===== src/rtl/spec_acc_rmw.sv =====
// spec_acc_rmw: sums N pulses of per-bin spectra into signal/BG DPRAMs by read-modify-write,
// with a pulse-count FSM and a saturating accumulate.
module spec_acc_rmw #(
    parameter int IDX_W   = 10,
    parameter int BIN_W   = 5,
    parameter int BG_BINS = 2,
    parameter int DATA_W  = 32,
    parameter int ACC_W   = 40,
    parameter int RD_LAT  = 2,
    localparam int ADDR_W = BIN_W + IDX_W
) (
    input  logic              clk,
    input  logic              rst,
    input  logic              start,
    input  logic [15:0]       pulse_num,
    input  logic              data_valid_in,
    input  logic [DATA_W-1:0] data_in,
    input  logic [IDX_W-1:0]  data_index,
    input  logic [BIN_W-1:0]  RangeBin_Counter,
    input  logic              BG_Deduction_En,
    input  logic              Peak_Detection_En,
    input  logic [ACC_W-1:0]  rd_data_in,
    output logic [ADDR_W-1:0] rdaddr_out,
    output logic              rd_bg_sel,
    output logic [ADDR_W-1:0] wraddr_out,
    output logic [ACC_W-1:0]  wr_data_out,
    output logic              DPRAM_wea,
    output logic              DPRAM_BG_wea,
    output logic              acc_busy,
    output logic [15:0]       pulse_cnt,
    output logic              sat_flag,
    output logic              SPEC_Acc_Done
);
    localparam int L = RD_LAT + 2;
    typedef enum logic [2:0] {IDLE, ARM, ACC, DRAIN, DONE} state_t;
    state_t state, state_nx;
    logic [7:0] drain_cnt;
    logic [15:0] pulse_tgt;
    logic run_start, drain_end, last_pulse, accept, in_bg, sat;
    logic [ADDR_W-1:0] in_addr;
    logic [RD_LAT:0] p_v, p_bg, p_first;
    logic [DATA_W-1:0] p_data [RD_LAT+1];
    logic [ADDR_W-1:0] p_addr [RD_LAT+1];
    logic [ACC_W:0] sum;
    logic [ACC_W-1:0] wr_nx;

    assign run_start  = state == IDLE && start;
    assign drain_end  = state == DRAIN && drain_cnt == 8'(L - 1);
    assign last_pulse = 16'(pulse_cnt + 16'd1) == pulse_tgt;
    assign accept     = data_valid_in && (state == ARM || state == ACC) && RangeBin_Counter != '0;
    assign in_bg      = RangeBin_Counter <= BIN_W'(BG_BINS);
    assign in_addr    = in_bg ? {RangeBin_Counter - BIN_W'(1), data_index}
                              : {RangeBin_Counter - BIN_W'(BG_BINS + 1), data_index};

    always_ff @(posedge clk or negedge rst)
        if (!rst) state <= IDLE;
        else state <= state_nx;

    always_comb begin
        state_nx = state;
        case (state)
            IDLE:    state_nx = start ? ARM : IDLE;
            ARM:     state_nx = data_valid_in ? ACC : ARM;
            ACC:     state_nx = data_valid_in ? ACC : DRAIN;
            DRAIN:   state_nx = drain_end ? (last_pulse ? DONE : ARM) : DRAIN;
            default: state_nx = IDLE;
        endcase
    end

    always_comb begin
        acc_busy      = state == ARM || state == ACC || state == DRAIN;
        SPEC_Acc_Done = state == DONE;
    end

    always_ff @(posedge clk or negedge rst)
        if (!rst) begin
            drain_cnt <= '0;
            pulse_cnt <= '0;
            pulse_tgt <= '0;
        end else begin
            drain_cnt <= state == DRAIN ? drain_cnt + 8'd1 : 8'd0;
            if (run_start) begin
                pulse_cnt <= '0;
                pulse_tgt <= pulse_num == 16'd0 ? 16'd1 : pulse_num;
            end else if (drain_end) pulse_cnt <= pulse_cnt + 16'd1;
        end

    // Each sample carries its own first-pulse flag so pulse_cnt may advance while it is in flight.
    always_ff @(posedge clk or negedge rst)
        if (!rst) begin
            p_v     <= '0;
            p_bg    <= '0;
            p_first <= '0;
            p_data  <= '{default: '0};
            p_addr  <= '{default: '0};
        end else begin
            p_v       <= {p_v[RD_LAT-1:0], accept};
            p_bg      <= {p_bg[RD_LAT-1:0], in_bg};
            p_first   <= {p_first[RD_LAT-1:0], pulse_cnt == 16'd0};
            p_data[0] <= data_in;
            p_addr[0] <= in_addr;
            for (int i = 1; i <= RD_LAT; i++) begin
                p_data[i] <= p_data[i-1];
                p_addr[i] <= p_addr[i-1];
            end
        end

    assign rdaddr_out = p_addr[0];
    assign rd_bg_sel  = p_bg[0];
    assign sum   = {1'b0, rd_data_in} + (ACC_W + 1)'(p_data[RD_LAT]);
    assign sat   = !p_first[RD_LAT] && sum[ACC_W];
    assign wr_nx = p_first[RD_LAT] ? ACC_W'(p_data[RD_LAT]) : (sat ? '1 : sum[ACC_W-1:0]);

    always_ff @(posedge clk or negedge rst)
        if (!rst) begin
            wraddr_out   <= '0;
            wr_data_out  <= '0;
            DPRAM_wea    <= 1'b0;
            DPRAM_BG_wea <= 1'b0;
            sat_flag     <= 1'b0;
        end else begin
            wraddr_out   <= p_addr[RD_LAT];
            wr_data_out  <= wr_nx;
            DPRAM_wea    <= p_v[RD_LAT] && !p_bg[RD_LAT] && !Peak_Detection_En;
            DPRAM_BG_wea <= p_v[RD_LAT] && p_bg[RD_LAT] && !BG_Deduction_En && !Peak_Detection_En;
            if (run_start) sat_flag <= 1'b0;
            else if (p_v[RD_LAT] && sat) sat_flag <= 1'b1;
        end
endmodule


===== config.mk =====
export PLATFORM = sky130hd
export DESIGN_NAME = spec_acc_rmw
export DESIGN_NICKNAME = d
export VERILOG_FILES = /design/src/rtl/spec_acc_rmw.sv
export SDC_FILE = /design/constraint.sdc
export NUM_CORES = 1
export LEC_CHECK = 0
export ABC_AREA = 1
export ABC_CLOCK_PERIOD_IN_PS = 2100
export CAP_MARGIN = 20
export CORE_ASPECT_RATIO = 0.8
export CORE_UTILIZATION = 48
export CTS_CLUSTER_SIZE = 8
export DETAILED_ROUTE_END_ITERATION = 10
export GPL_ROUTABILITY_DRIVEN = 0
export HOLD_SLACK_MARGIN = 0.1
export PLACE_DENSITY = 0.73
export SYNTH_ARGS = -nofsm -noshare
export SYNTH_HDL_FRONTEND = slang
export SYNTH_SLANG_ARGS = --single-unit

===== constraint.sdc =====
create_clock -name clk -period 2.1 [get_ports clk]
set_clock_uncertainty 0.1 [all_clocks]
set_input_delay 0.42 -clock clk [delete_from_list [all_inputs] [get_ports clk]]
set_output_delay 0.42 -clock clk [all_outputs]
set_load 0.02 [all_outputs]

==> flow_metrics.tcl, run 1 <==
set metrics [dict create \
    clk_pin_slew_ps 50 \
    nFillCells 1716 \
    path_class "in2reg" \
    r2r_cells 10 \
    die_h_um 140 \
    antenna_found_initial 0 \
    first_iter_violations 780 \
    ys_warn_count 0 \
    synth_edf_count 0 \
    cp-start-kind "input pin" \
    grt_use_total_pct 25.7 \
    min_from "p_data[62]$_DFF_PN0_" \
    grt.overflow.total 0 \
    cts_tree "built" \
    die_x_um 175 \
    power_density_nw_per_um2 987 \
    arrival_ps 2570 \
    routedWlPerCell_um 15.5 \
    hold_path_class "reg2reg" \
    reg2reg_slack_ps -190 \
    synth_top_family_by_area "simple AND/OR/NAND/NOR gates" \
    synth.most_common_cell "nand2_1" \
    syn_avg_cell_area_sq_um 8.63 \
    setup_violations 41 \
    ant_nets 0 \
    synth_xor_area_share_pct 2.03 \
    vias 10000 \
    root_buffer "clkbuf_16" \
    clock_latency_ps 500 \
    r2r_start "p_data[3]$_DFF_PN0_" \
    yosys.area_share.adder_pct 4.27 \
    slew_headroom_pct 58.5 \
    dieArea_sq_um 24500 \
    yosys_most_used_dff "dfrtp_1" \
    violations "negative setup slack" \
    grt_pass1_wl_um 49600 \
    period_needed_ps 2320 \
    synth_nets 1477 \
    worst_pin_slew_ps 615 \
    critPathRequiredTime_ps 2350 \
    synth-simple-area-share_pct 25.4 \
    hold-path-endpoint "p_data[30]$_DFF_PN0_" \
    drv_cap 0 \
    place.detailed.hpwl_um 22800 \
    io_pins 201 \
    fp.coreArea_sq_um 23400 \
    hold_depth 0 \
    numCtsBuffers 37 \
    synth_top_area_share_pct 54.7 \
    grt_max_degree 67 \
    final_cells 2014 \
    p_leak_nw 8.19 \
    synth_cell_types 43 \
    dr.pass1.iters 7 \
    rsz0062_at_grt "true" \
    synth_mux_area_share_pct 0.393 \
    netlist_area_sq_um 11500 \
    synth-compound-area-share_pct 5.22 \
    hold_viol 0 \
    finalCritPeriodShare_pct 110 \
    power_mw 16.3 \
    synthToLayoutAreaGrowth_pct 44.4 \
    synth_area_leaders "dfrtp_1, nand2_1, inv_1" \
    drive_above_1_share_pct 19.3 \
    yosys.area.top_type "dfrtp_1" \
    nNetsFinal 1845 \
    grt_pass1_vias 9971 \
    routed_wl_um 31100 \
    start_util_pct 49.0 \
    ys_seq_area_share_pct 54.7 \
    pre_cts_ws_ps -794 \
    clkSinkCount 251 \
    drv_slew 0 \
    synth.top_cells.by_count "nand2_1, dfrtp_1, inv_1, nor2_1, nand3_1" \
    vdd_ir_drop_max_mv 0.593 \
    numPlacedInstances 1963 \
    portBuffers 200 \
    ys_ff_latch 251 \
    synth_cells 1330 \
    status "complete, but fails checks" \
    fmax_mhz 432 \
    synthArstFlopShare_pct 100 \
    reg2reg_to "wr_data_out[15]$_DFF_PN0_" \
    via_per_inst 4.99 \
    critPathCaptureType "flip-flop" \
    drc 0 \
    rows 50 \
    cp_max_fo 5 \
    cts_max_level 2 \
    n_antenna_cell 0 \
    setup_ws_ps -217 \
    cts_max_path_buffers 3 \
]
-- power breakdown --
part | internal (mW) | total [mW] | switching (mW)
Sequential | 5.61 | 6.14 | 0.536
Clock | 3.31 | 5.21 | 1.89
Combinational | 2.22 | 5.00 | 2.78
Total | 11.1 | 16.3 | 5.20
-- worst max-delay path by stage --
stage,slack (ps),to,from,depth (start not counted)
4_1_cts,-140,wr_data_out[20]$_DFF_PN0_,p_data[0]$_DFF_PN0_,12
3_5_place_dp,-790,wr_data_out[30]$_DFF_PN0_,rd_data_in[0],16
3_3_place_gp,-770,wr_data_out[30]$_DFF_PN0_,rd_data_in[0],16
6_report,-220,wr_data_out[13]$_DFF_PN0_,rd_data_in[23],13
2_1_floorplan,-150,wr_data_out[1]$_DFF_PN0_,rd_data_in[0],13
5_1_grt,-280,wr_data_out[14]$_DFF_PN0_,p_data[19]$_DFF_PN0_,11
-- sequential cells by signal, summed over array words and instances (netlist names), 8 cells and up --
register	count
wr_data_out	40
pulse_cnt	16
wraddr_out	15
pulse_tgt	16
rdaddr_out	15
p_addr	30
p_data	96
drain_cnt	8
-- cell type report --
class                      count  area (sq um)  share of cell area, %
clock buffer                  42          1010                   6.08
clock inverter                 1          8.76                 0.0529
inverter                     193           724                   4.37
multi-input combinational    857          4830                   29.2
sequential                   251          6280                   37.9
tap                          312           390                   2.36
timing repair buffer         358          3330                   20.1
-- cells by family (layout without fill, tap and decap cells) --
| kind of cell | after synthesis | in the layout |
|---|---|---|
| xor+xnor | 25 | 25 |
| simple gates | 685 | 685 |
| buf+inv | 222 | 594 |
| mux | 4 | 4 |
| fa+ha+maj | 38 | 38 |
| flops | 251 | 251 |
| compound gates | 105 | 105 |
-- placed cells by master (no fill, tap or decap), types with 6 or more instances in the layout --
master,count
nor4_1,7
nand3_2,9
nand3b_1,7
o22ai_1,14
nand4_1,19
ha_4,14
a31oi_4,6
nand2_1,358
nor2_1,125
ha_1,20
clkbuf_16,40
a21oi_1,36
clkdlybuf4s50_1,183
nor3_1,15
o21ai_0,22
dfrtp_1,248
nand3_1,64
buf_4,144
xor2_1,7
xnor2_1,16
dlygate4sd2_1,11
buf_12,8
nand2_2,18
inv_1,190
a21oi_2,6
nor2_2,40
-- critical path, cell delays in order --
cell and delay, ps:
clkdlybuf4s50_1 470, ha_1 350, nand2_1 140, inv_1 50, nand2_1 60, nand2_1 70, o21bai_2 210, a21oi_2 210
nand2_4 100, nand2_8 130, buf_6 150, buf_12 120, a31oi_1 80
-- per-stage QoR --
| step | instance area, sq um | hold slack (ps) | utilization (%) | setup TNS [ps] |
|---|---|---|---|---|
| floorplan | 11500 | 24.4 | - | -3440 |
| global placement | 14900 | 231 | 63.8 | -27980 |
| detailed placement | 14900 | 235 | 63.8 | -30030 |
| CTS | 16200 | 235 | 69.3 | -3560 |
| global route | 16600 | 243 | 70.8 | -9780 |
| finish | 16600 | 232 | 70.8 | -6140 |
-- layer usage --
metal,part of all wire (%),wire [um],global-route usage [%],vias up
li1,-,-,-,4886
met1,45,14100,36.8,4692
met2,45,13900,40.0,403
met3,7.6,2370,4.59,60
met4,2.4,732,7.83,0
met5,0,0,0,-
-- repair_timing --
action | 4_1_cts | 5_1_grt
pin swaps | 13 | 14
hold buffers | 1 | 0
gates resized for setup | 57 | 60
setup buffers | 4 | 2
endpoints found under the setup margin | 52 | 47
hold endpoints to repair | 55 | 0
gates cloned | 0 | 1
(Power assumes the default switching activity.)
==> inputs of run 2 (changes only) <==
CAP_MARGIN = 5   (was 20)
==> results of run 2 <==
The final DEF is identical to that of run 1; final timing and power are the same.
